## src/rtl/gpu_sprite_regs_pkg.sv

```systemverilog
// Shared constants and types for the sprite register block: register map,
// sprite geometry, CTRL/STATUS bit positions and the power-on bitmap.
package gpu_pkg;

  localparam int SPRITE_W = 5;
  localparam int SPRITE_H = 5;
  localparam int COORD_W  = 11;

  localparam logic [3:0] REG_XLO    = 4'h0;
  localparam logic [3:0] REG_XHI    = 4'h1;
  localparam logic [3:0] REG_YLO    = 4'h2;
  localparam logic [3:0] REG_YHI    = 4'h3;
  localparam logic [3:0] REG_ROW0   = 4'h4;
  localparam logic [3:0] REG_ROW1   = 4'h5;
  localparam logic [3:0] REG_ROW2   = 4'h6;
  localparam logic [3:0] REG_ROW3   = 4'h7;
  localparam logic [3:0] REG_ROW4   = 4'h8;
  localparam logic [3:0] REG_CTRL   = 4'h9;
  localparam logic [3:0] REG_STATUS = 4'hA;

  localparam int CTRL_COMMIT_BIT   = 0;
  localparam int CTRL_IRQ_EN_BIT   = 1;
  localparam int STAT_PENDING_BIT  = 0;
  localparam int STAT_VBLANK_BIT   = 1;
  localparam int STAT_IRQ_BIT      = 7;

  typedef logic [COORD_W-1:0] coord_t;
  typedef logic [SPRITE_H-1:0][SPRITE_W-1:0] sprite_bmp_t;

  // Row 0 sits in the lowest slot; bit 0 of each row is the leftmost pixel.
  localparam sprite_bmp_t SPRITE_DEFAULT = {5'b10001, 5'b10001, 5'b11111, 5'b10000, 5'b10000};

  // Off-screen coordinates park the sprite at the origin.
  function automatic coord_t wrap_coord(input coord_t v, input int unsigned limit);
    if (32'(v) >= limit) begin
      return {COORD_W{1'b0}};
    end else begin
      return v;
    end
  endfunction

endpackage

```

## src/rtl/gpu_sprite_regs_if.sv

```systemverilog
// 6502-side bus bundle for the sprite register block.
interface gpu_sprite_regs_if;
  logic       PHI2;
  logic       CS_N;
  logic       RW;
  logic [3:0] ADDR;
  logic [7:0] DATA_IN;
  logic [7:0] DATA_OUT;
  logic       DATA_OE;

  modport master (output PHI2, CS_N, RW, ADDR, DATA_IN, input DATA_OUT, DATA_OE);
  modport slave  (input PHI2, CS_N, RW, ADDR, DATA_IN, output DATA_OUT, DATA_OE);
endinterface

```

## src/rtl/gpu_bus_sync.sv

```systemverilog
// Brings the asynchronous 6502 bus into the pixel clock domain and turns each
// bus cycle into a single write or read strobe on the synced PHI2 falling edge.
module gpu_bus_sync #(
  parameter int SYNC_STAGES = 2
) (
  input  logic       clk,
  input  logic       rst_n,
  input  logic       phi2,
  input  logic       cs_n,
  input  logic       rw,
  input  logic [3:0] bus_addr,
  input  logic [7:0] bus_data,
  output logic       wr_stb,
  output logic       rd_stb,
  output logic [3:0] addr,
  output logic [7:0] data
);

  logic [SYNC_STAGES-1:0] phi2_sync_r;
  logic [SYNC_STAGES-1:0] cs_n_sync_r;
  logic [SYNC_STAGES-1:0] rw_sync_r;
  logic                   phi2_prev_r;
  logic [3:0]             addr_r;
  logic [7:0]             data_r;
  logic                   phi2_s;
  logic                   done_s;

  assign phi2_s = phi2_sync_r[SYNC_STAGES-1];
  assign done_s = phi2_prev_r & ~phi2_s & ~cs_n_sync_r[SYNC_STAGES-1];

  // Synchronisers idle as "no access"; address/data track the bus while PHI2 is high.
  always_ff @(posedge clk or negedge rst_n) begin
    if (!rst_n) begin
      phi2_sync_r <= {SYNC_STAGES{1'b0}};
      cs_n_sync_r <= {SYNC_STAGES{1'b1}};
      rw_sync_r   <= {SYNC_STAGES{1'b1}};
      phi2_prev_r <= 1'b0;
      addr_r      <= 4'h0;
      data_r      <= 8'h00;
    end else begin
      phi2_sync_r <= {phi2_sync_r[SYNC_STAGES-2:0], phi2};
      cs_n_sync_r <= {cs_n_sync_r[SYNC_STAGES-2:0], cs_n};
      rw_sync_r   <= {rw_sync_r[SYNC_STAGES-2:0], rw};
      phi2_prev_r <= phi2_s;
      if (phi2_s) begin
        addr_r <= bus_addr;
        data_r <= bus_data;
      end
    end
  end

  assign wr_stb = done_s & ~rw_sync_r[SYNC_STAGES-1];
  assign rd_stb = done_s &  rw_sync_r[SYNC_STAGES-1];
  assign addr   = addr_r;
  assign data   = data_r;

endmodule

```

## src/rtl/gpu_sprite_regs.sv

```systemverilog
// CPU-facing sprite registers: staging written from the 6502 bus, copied to
// the live set atomically at the start of vsync, plus vblank status and IRQ.
module gpu_sprite_regs
  import gpu_pkg::*;
#(
  parameter int   H_ACTIVE     = 800,
  parameter int   V_ACTIVE     = 600,
  parameter logic VSYNC_ACTIVE = 1'b1,
  parameter int   SYNC_STAGES  = 2,
  parameter int   INIT_X       = 20,
  parameter int   INIT_Y       = 40
) (
  input  logic                CLK_PIXEL,
  input  logic                RESET_N,
  gpu_sprite_regs_if.slave    bus,
  input  logic                VSYNC_IN,
  output logic [COORD_W-1:0]  SPRITE_X,
  output logic [COORD_W-1:0]  SPRITE_Y,
  input  logic [2:0]          ROW_SEL,
  output logic [SPRITE_W-1:0] ROW_DATA,
  output logic                IRQ_N
);

  localparam coord_t INIT_X_C = coord_t'(INIT_X);
  localparam coord_t INIT_Y_C = coord_t'(INIT_Y);

  logic        wr_stb_s, rd_stb_s, vs_start_s, commit_req_s, status_rd_s;
  logic [3:0]  acc_addr_s;
  logic [7:0]  acc_data_s, rd_data_s, status_s;
  coord_t      stg_x_r, stg_y_r, live_x_r, live_y_r;
  sprite_bmp_t stg_rows_r, live_rows_r;
  logic        irq_en_r, pending_r, vblank_r, irq_n_r, vs_r, vs_prev_r;
  logic [SPRITE_W-1:0] row_s;

  gpu_bus_sync #(.SYNC_STAGES(SYNC_STAGES)) u_bus_sync (
    .clk(CLK_PIXEL), .rst_n(RESET_N),
    .phi2(bus.PHI2), .cs_n(bus.CS_N), .rw(bus.RW),
    .bus_addr(bus.ADDR), .bus_data(bus.DATA_IN),
    .wr_stb(wr_stb_s), .rd_stb(rd_stb_s), .addr(acc_addr_s), .data(acc_data_s)
  );

  assign vs_start_s   = (vs_r == VSYNC_ACTIVE) && (vs_prev_r != VSYNC_ACTIVE);
  assign commit_req_s = wr_stb_s && (acc_addr_s == REG_CTRL) && acc_data_s[CTRL_COMMIT_BIT];
  assign status_rd_s  = rd_stb_s && (acc_addr_s == REG_STATUS);

  // CPU writes into the staging copy and the IRQ enable.
  always_ff @(posedge CLK_PIXEL or negedge RESET_N) begin
    if (!RESET_N) begin
      stg_x_r    <= INIT_X_C;
      stg_y_r    <= INIT_Y_C;
      stg_rows_r <= SPRITE_DEFAULT;
      irq_en_r   <= 1'b0;
    end else if (wr_stb_s) begin
      case (acc_addr_s)
        REG_XLO:  stg_x_r[7:0]         <= acc_data_s;
        REG_XHI:  stg_x_r[COORD_W-1:8] <= acc_data_s[2:0];
        REG_YLO:  stg_y_r[7:0]         <= acc_data_s;
        REG_YHI:  stg_y_r[COORD_W-1:8] <= acc_data_s[2:0];
        REG_ROW0: stg_rows_r[0]        <= acc_data_s[SPRITE_W-1:0];
        REG_ROW1: stg_rows_r[1]        <= acc_data_s[SPRITE_W-1:0];
        REG_ROW2: stg_rows_r[2]        <= acc_data_s[SPRITE_W-1:0];
        REG_ROW3: stg_rows_r[3]        <= acc_data_s[SPRITE_W-1:0];
        REG_ROW4: stg_rows_r[4]        <= acc_data_s[SPRITE_W-1:0];
        REG_CTRL: irq_en_r             <= acc_data_s[CTRL_IRQ_EN_BIT];
        default:  ;
      endcase
    end
  end

  // Vsync edge detect, atomic commit, flags and IRQ; set beats clear on collisions.
  always_ff @(posedge CLK_PIXEL or negedge RESET_N) begin
    if (!RESET_N) begin
      vs_r        <= ~VSYNC_ACTIVE;
      vs_prev_r   <= ~VSYNC_ACTIVE;
      live_x_r    <= INIT_X_C;
      live_y_r    <= INIT_Y_C;
      live_rows_r <= SPRITE_DEFAULT;
      pending_r   <= 1'b0;
      vblank_r    <= 1'b0;
      irq_n_r     <= 1'b1;
    end else begin
      vs_r      <= VSYNC_IN;
      vs_prev_r <= vs_r;
      if (vs_start_s && pending_r) begin
        live_x_r    <= wrap_coord(stg_x_r, int'(unsigned'(H_ACTIVE)));
        live_y_r    <= wrap_coord(stg_y_r, int'(unsigned'(V_ACTIVE)));
        live_rows_r <= stg_rows_r;
      end
      if (commit_req_s) begin
        pending_r <= 1'b1;
      end else if (vs_start_s) begin
        pending_r <= 1'b0;
      end
      if (vs_start_s) begin
        vblank_r <= 1'b1;
      end else if (status_rd_s) begin
        vblank_r <= 1'b0;
      end
      irq_n_r <= ~(irq_en_r & vblank_r);
    end
  end

  // Status byte assembled from the flags.
  always_comb begin
    status_s                   = 8'h00;
    status_s[STAT_PENDING_BIT] = pending_r;
    status_s[STAT_VBLANK_BIT]  = vblank_r;
    status_s[STAT_IRQ_BIT]     = ~irq_n_r;
  end

  // Read mux follows the raw address pins so data is valid within the PHI2 high phase.
  always_comb begin
    rd_data_s = 8'h00;
    case (bus.ADDR)
      REG_XLO:    rd_data_s = stg_x_r[7:0];
      REG_XHI:    rd_data_s = {5'b00000, stg_x_r[COORD_W-1:8]};
      REG_YLO:    rd_data_s = stg_y_r[7:0];
      REG_YHI:    rd_data_s = {5'b00000, stg_y_r[COORD_W-1:8]};
      REG_ROW0:   rd_data_s = {3'b000, stg_rows_r[0]};
      REG_ROW1:   rd_data_s = {3'b000, stg_rows_r[1]};
      REG_ROW2:   rd_data_s = {3'b000, stg_rows_r[2]};
      REG_ROW3:   rd_data_s = {3'b000, stg_rows_r[3]};
      REG_ROW4:   rd_data_s = {3'b000, stg_rows_r[4]};
      REG_CTRL:   rd_data_s = {6'b000000, irq_en_r, pending_r};
      REG_STATUS: rd_data_s = status_s;
      default:    rd_data_s = 8'h00;
    endcase
  end

  // Live row lookup for the pixel path.
  always_comb begin
    row_s = {SPRITE_W{1'b0}};
    if (ROW_SEL <= 3'd4) begin
      row_s = live_rows_r[ROW_SEL];
    end else begin
      row_s = {SPRITE_W{1'b0}};
    end
  end

  assign bus.DATA_OUT = rd_data_s;
  assign bus.DATA_OE  = ~bus.CS_N & bus.RW & bus.PHI2;
  assign SPRITE_X     = live_x_r;
  assign SPRITE_Y     = live_y_r;
  assign ROW_DATA     = row_s;
  assign IRQ_N        = irq_n_r;

endmodule

```

## src/flat_wrapper.sv

```systemverilog
// flat-port wrapper written by rule: the top's interface ports become plain ports
module gpu_sprite_regs_flat import gpu_pkg::*;
#(
  parameter int   H_ACTIVE     = 800,
  parameter int   V_ACTIVE     = 600,
  parameter logic VSYNC_ACTIVE = 1'b1,
  parameter int   SYNC_STAGES  = 2,
  parameter int   INIT_X       = 20,
  parameter int   INIT_Y       = 40
)
  (CLK_PIXEL, RESET_N, VSYNC_IN, SPRITE_X, SPRITE_Y, ROW_SEL, ROW_DATA, IRQ_N, bus_PHI2, bus_CS_N, bus_RW, bus_ADDR, bus_DATA_IN, bus_DATA_OUT, bus_DATA_OE);
  gpu_sprite_regs_if bus_i ();
  input  logic CLK_PIXEL;
  input  logic RESET_N;
  input  logic VSYNC_IN;
  output logic [COORD_W-1:0] SPRITE_X;
  output logic [COORD_W-1:0] SPRITE_Y;
  input  logic [2:0] ROW_SEL;
  output logic [SPRITE_W-1:0] ROW_DATA;
  output logic IRQ_N;
  input wire logic [$bits(bus_i.PHI2)-1:0] bus_PHI2;
  input wire logic [$bits(bus_i.CS_N)-1:0] bus_CS_N;
  input wire logic [$bits(bus_i.RW)-1:0] bus_RW;
  input wire logic [$bits(bus_i.ADDR)-1:0] bus_ADDR;
  input wire logic [$bits(bus_i.DATA_IN)-1:0] bus_DATA_IN;
  output wire logic [$bits(bus_i.DATA_OUT)-1:0] bus_DATA_OUT;
  output wire logic [$bits(bus_i.DATA_OE)-1:0] bus_DATA_OE;
  assign bus_i.PHI2 = bus_PHI2;
  assign bus_i.CS_N = bus_CS_N;
  assign bus_i.RW = bus_RW;
  assign bus_i.ADDR = bus_ADDR;
  assign bus_i.DATA_IN = bus_DATA_IN;
  assign bus_DATA_OUT = bus_i.DATA_OUT;
  assign bus_DATA_OE = bus_i.DATA_OE;
  gpu_sprite_regs #(.H_ACTIVE(H_ACTIVE), .V_ACTIVE(V_ACTIVE), .VSYNC_ACTIVE(VSYNC_ACTIVE), .SYNC_STAGES(SYNC_STAGES), .INIT_X(INIT_X), .INIT_Y(INIT_Y)) u_core (.CLK_PIXEL(CLK_PIXEL), .RESET_N(RESET_N), .bus(bus_i), .VSYNC_IN(VSYNC_IN), .SPRITE_X(SPRITE_X), .SPRITE_Y(SPRITE_Y), .ROW_SEL(ROW_SEL), .ROW_DATA(ROW_DATA), .IRQ_N(IRQ_N));
endmodule
```

## config.mk

```make
export PLATFORM = sky130hd
export DESIGN_NAME = gpu_sprite_regs_flat
export DESIGN_NICKNAME = d
export VERILOG_FILES = /design/src/rtl/gpu_sprite_regs_pkg.sv /design/src/rtl/gpu_sprite_regs_if.sv /design/src/rtl/gpu_bus_sync.sv /design/src/rtl/gpu_sprite_regs.sv /design/src/flat_wrapper.sv
export SDC_FILE = /design/constraint.sdc
export NUM_CORES = 1
export LEC_CHECK = 0
export ABC_AREA = 0
export CORE_MARGIN = 5
export CORE_UTILIZATION = 63
export CTS_BUF_LIST = sky130_fd_sc_hd__clkbuf_4 sky130_fd_sc_hd__clkbuf_8
export CTS_CLUSTER_SIZE = 30
export DETAILED_ROUTE_END_ITERATION = 8
export GPL_TIMING_DRIVEN = 0
export HOLD_SLACK_MARGIN = 0.1
export MAX_ROUTING_LAYER = met4
export PLACE_DENSITY = 0.88
export SLEW_MARGIN = 10
export SYNTH_ARGS = -nofsm -noshare
export SYNTH_HDL_FRONTEND = slang
export SYNTH_SLANG_ARGS = --single-unit
```

## constraint.sdc

```tcl
create_clock -name CLK_PIXEL -period 6.3 [get_ports CLK_PIXEL]
set_input_delay 1.89 -clock CLK_PIXEL [delete_from_list [all_inputs] [get_ports CLK_PIXEL]]
set_output_delay 1.89 -clock CLK_PIXEL [all_outputs]
set_load 0.01 [all_outputs]
```

==> impl_metrics.ini <==
[outcome]
run_status = finished, final reports clean

[detailed_routing]
postRouteWirelength_mm = 12.7
drt_iter0_markers = 303
wl_per_cell_um = 18.9
detailroute.via_count = 4034
routed_via_density = 6.00
detail-route-antenna-nets = 0
drt_pre_antenna_iters = 5
route.detailed.drc = 0

[synth]
synth_edf_count = 0
mappedNetlistArea_um2 = 5260
ys_ff_latch = 119
syn_nets = 499
count_of_mapped_cells_out_of_synthesis = 478
synth-warning-count = 0
count_of_different_cell_masters_after_synthesis = 46
async_flop_share = 1.00
syn_avg_cell_area_um2 = 11.0
ys.flop_type = sky130_fd_sc_hd__dfrtp_1
synth_seq_area_share = 0.575

[floorplan]
floorplan.initialDensity = 0.643
die_height_um = 101
die_w_um = 101
die-area_um2 = 10300
io_pins = 58
coreArea_um2 = 8180
std_cell_rows = 33

[power]
clock_network_power_share = 0.389
static-leakage-power_nw = 2.81
share_comb_of_total_power = 0.095
ir_drop_v = 0.000158
power_per_cell_area_nw_per_um2 = 268
power.internal_mw = 1.26
seqPwrFrac = 0.516
power.total_mw = 1.70
power.share.switching = 0.258
switching_power_mw = 0.440

[global_route]
antenna_found_initial = 0
number_of_global_route_vias_before_repair = 4224
grt_use_total = 0.278
grt_max_degree = 70
global_route.overflow_total = 0
grt_first_pass_wirelength_mm = 21.1

[placed_design]
gpl.final_weighted_congestion = 0.907
placement.setup.worst_slack_ps = -188
buffer_ports.inserted = 56
place_hpwl_mm = 8.97

[finish]
layout.cells.most_common = sky130_fd_sc_hd__nand2_1
nNetsFinal = 575
multi_input_area_um2 = 2130
num_antenna_cells = 0
drive_gt1_frac = 0.254
area.growth.synth_to_final_pct = 21.2
fill_cells = 511
most-common-layout-cells = sky130_fd_sc_hd__nand2_1, sky130_fd_sc_hd__dfrtp_1, sky130_fd_sc_hd__mux2_2
area_of_all_sequential_standard_cells_um2 = 3020

[sta]
final.period_utilization = 0.979
fin_worst_skew_ps = 10.5
setup_viol = 0
final_critical_path_setup_slack_ps = 131
final_hold_viol_count = 0
fin_worst_hold_slack_ps = 357
final_max_slew_viol_count = 0
timing.final.crit_period_ps = 6170
timing.slew.headroom = 0.495
max_clock_freq_mhz = 162
totalNegativeSetupSlack_ps = 0
worst-slew-pin-transition_ps = 752

[clocking]
cts_max_path_buffers = 2
cts_made_buffers = 17
htreeDepth = 4
post-cts-setup-buffers = 0
tritoncts_clock_tree = done
clock-sinks = 119
clkSlewWorstSetupHoldPaths_ps = 70
clockRootBuffer = sky130_fd_sc_hd__clkbuf_8
clock_latency_ps = 430

[worst_setup_path]
cp_data_arrival_time_ps = 4280
worstPathRequired_ps = 4410
crit_end_category = output port
path_max_fanout = 7
reg2reg_setup_slack_ps = 3850
start_kind = input port
crit_type = in -> out

[flow_run]
cap_viol_max_count = 0

[hold_path]
timing.hold.worst.class = reg -> reg
==> worst max-delay path, cell delays in order <==
cell and delay, ps:
sky130_fd_sc_hd__clkdlybuf4s50_1 570, sky130_fd_sc_hd__nor2b_1 70, sky130_fd_sc_hd__clkbuf_1 210, sky130_fd_sc_hd__a22o_1 280
sky130_fd_sc_hd__a22o_1 220, sky130_fd_sc_hd__or4_1 530, sky130_fd_sc_hd__clkdlybuf4s50_1 500
==> worst paths after layout <==
kind | start | to | depth (start not counted)
max | bus_ADDR[0] | bus_DATA_OUT[0] | 7
max in group asynchronous | RESET_N | u_core.stg_rows_r[13] | 2
max reg2reg | u_core.u_bus_sync.phi2_sync_r[1] | u_core.stg_y_r[8] | 4
min reg2reg | u_core.u_bus_sync.phi2_sync_r[0] | u_core.u_bus_sync.phi2_sync_r[1] | 0
min in group asynchronous | RESET_N | u_core.stg_y_r[6] | 1
min | u_core.u_bus_sync.phi2_sync_r[0] | u_core.u_bus_sync.phi2_sync_r[1] | 0
==> cell families (layout without fill, tap and decap cells) <==
logic type,Yosys count,after routing,share of synthesized area
AND/OR/NAND/NOR,187,187,0.161
buffers and inverters,29,118,0.0207
AO/OA/AOI/OAI,65,65,0.0800
flip-flops,119,119,0.575
multiplexers,78,78,0.163
==> per-layer routing <==
metal	vias up	wire length (um)	track usage
met3	41	927	0.0702
met4	0	408	0.116
met2	175	6140	0.426
met1	2008	5240	0.356
met5	-	0	-
li1	1810	-	-
==> cells in the mapped netlist, drive strengths merged, types with 2 or more instances <==
master / n / area share
a21oi: 11 / 0.010
a22o: 4 / 0.0067
a22oi: 3 / 0.0043
a32oi: 2 / 0.0033
and2: 3 / 0.0036
and3: 2 / 0.0024
buf: 5 / 0.0036
clkbuf: 21 / 0.015
dfrtp: 84 / 0.40
dfstp: 35 / 0.17
inv: 3 / 0.0021
mux2: 62 / 0.13
mux2i: 16 / 0.030
nand2: 127 / 0.091
nand2b: 7 / 0.0083
nand3: 6 / 0.0057
nand3b: 2 / 0.0029
nor2: 14 / 0.011
nor2b: 7 / 0.0083
nor3: 5 / 0.0069
nor3b: 4 / 0.0057
nor4: 2 / 0.0024
o211ai: 2 / 0.0029
o21ai: 22 / 0.021
o22ai: 6 / 0.0071
o2bb2ai: 2 / 0.0033
o31ai: 3 / 0.0043
or2: 2 / 0.0024
==> sequential cells by signal (all words and copies together), names as in the netlist <==
| signal | flops |
|---|---|
| u_core.stg_y_r | 11 |
| u_core.vblank_r | 1 |
| u_core.vs_r | 1 |
| u_core.stg_x_r | 11 |
| u_core.stg_rows_r | 25 |
| u_core.pending_r | 1 |
| u_core.vs_prev_r | 1 |
| u_core.u_bus_sync.phi2_sync_r | 2 |
| u_core.SPRITE_Y | 11 |
| u_core.irq_en_r | 1 |
| u_core.u_bus_sync.rw_sync_r | 2 |
| u_core.u_bus_sync.addr | 4 |
| u_core.u_bus_sync.cs_n_sync_r | 2 |
| u_core.IRQ_N | 1 |
| u_core.live_rows_r | 25 |
| u_core.SPRITE_X | 11 |
| u_core.u_bus_sync.phi2_prev_r | 1 |
| u_core.u_bus_sync.data | 8 |
==> through the flow <==
step                std cells   util  area, um2
finish                    672  0.779       6370
global placement          639  0.728       5950
detailed placement        640  0.731       5980
global route              672  0.779       6370
floorplan                 478      -       5260
CTS                       672  0.778       6360
==> layout make-up <==
cell class,instances,share of cell area
buffer,26,0.0165
clock buffer,19,0.0391
clock inverter,13,0.0208
inverter,3,0.00177
multi-input combinational,330,0.334
sequential,119,0.474
tap,105,0.0206
timing repair buffer,57,0.0929
==> power groups by stage <==
stage | logic, mW | clock network (mW) | registers [mW]
5_1_grt | 0.177 | 0.706 | 0.885
3_3_place_gp | 0.151 | 0 | 0.887
2_1_floorplan | 0.0935 | 0 | 0.871
3_5_place_dp | 0.160 | 0 | 0.890
4_1_cts | 0.162 | 0.671 | 0.877
6_report | 0.161 | 0.663 | 0.879
==> what timing repair did <==
action / in CTS / in global routing
hold buffers: 0 / 0
gates resized for setup: 2 / 8
setup endpoints to repair: 6 / 5
hold endpoints to repair: 0 / 0
pin swaps: 0 / 0
No activity file was read; power rests on OpenSTA's default activity.
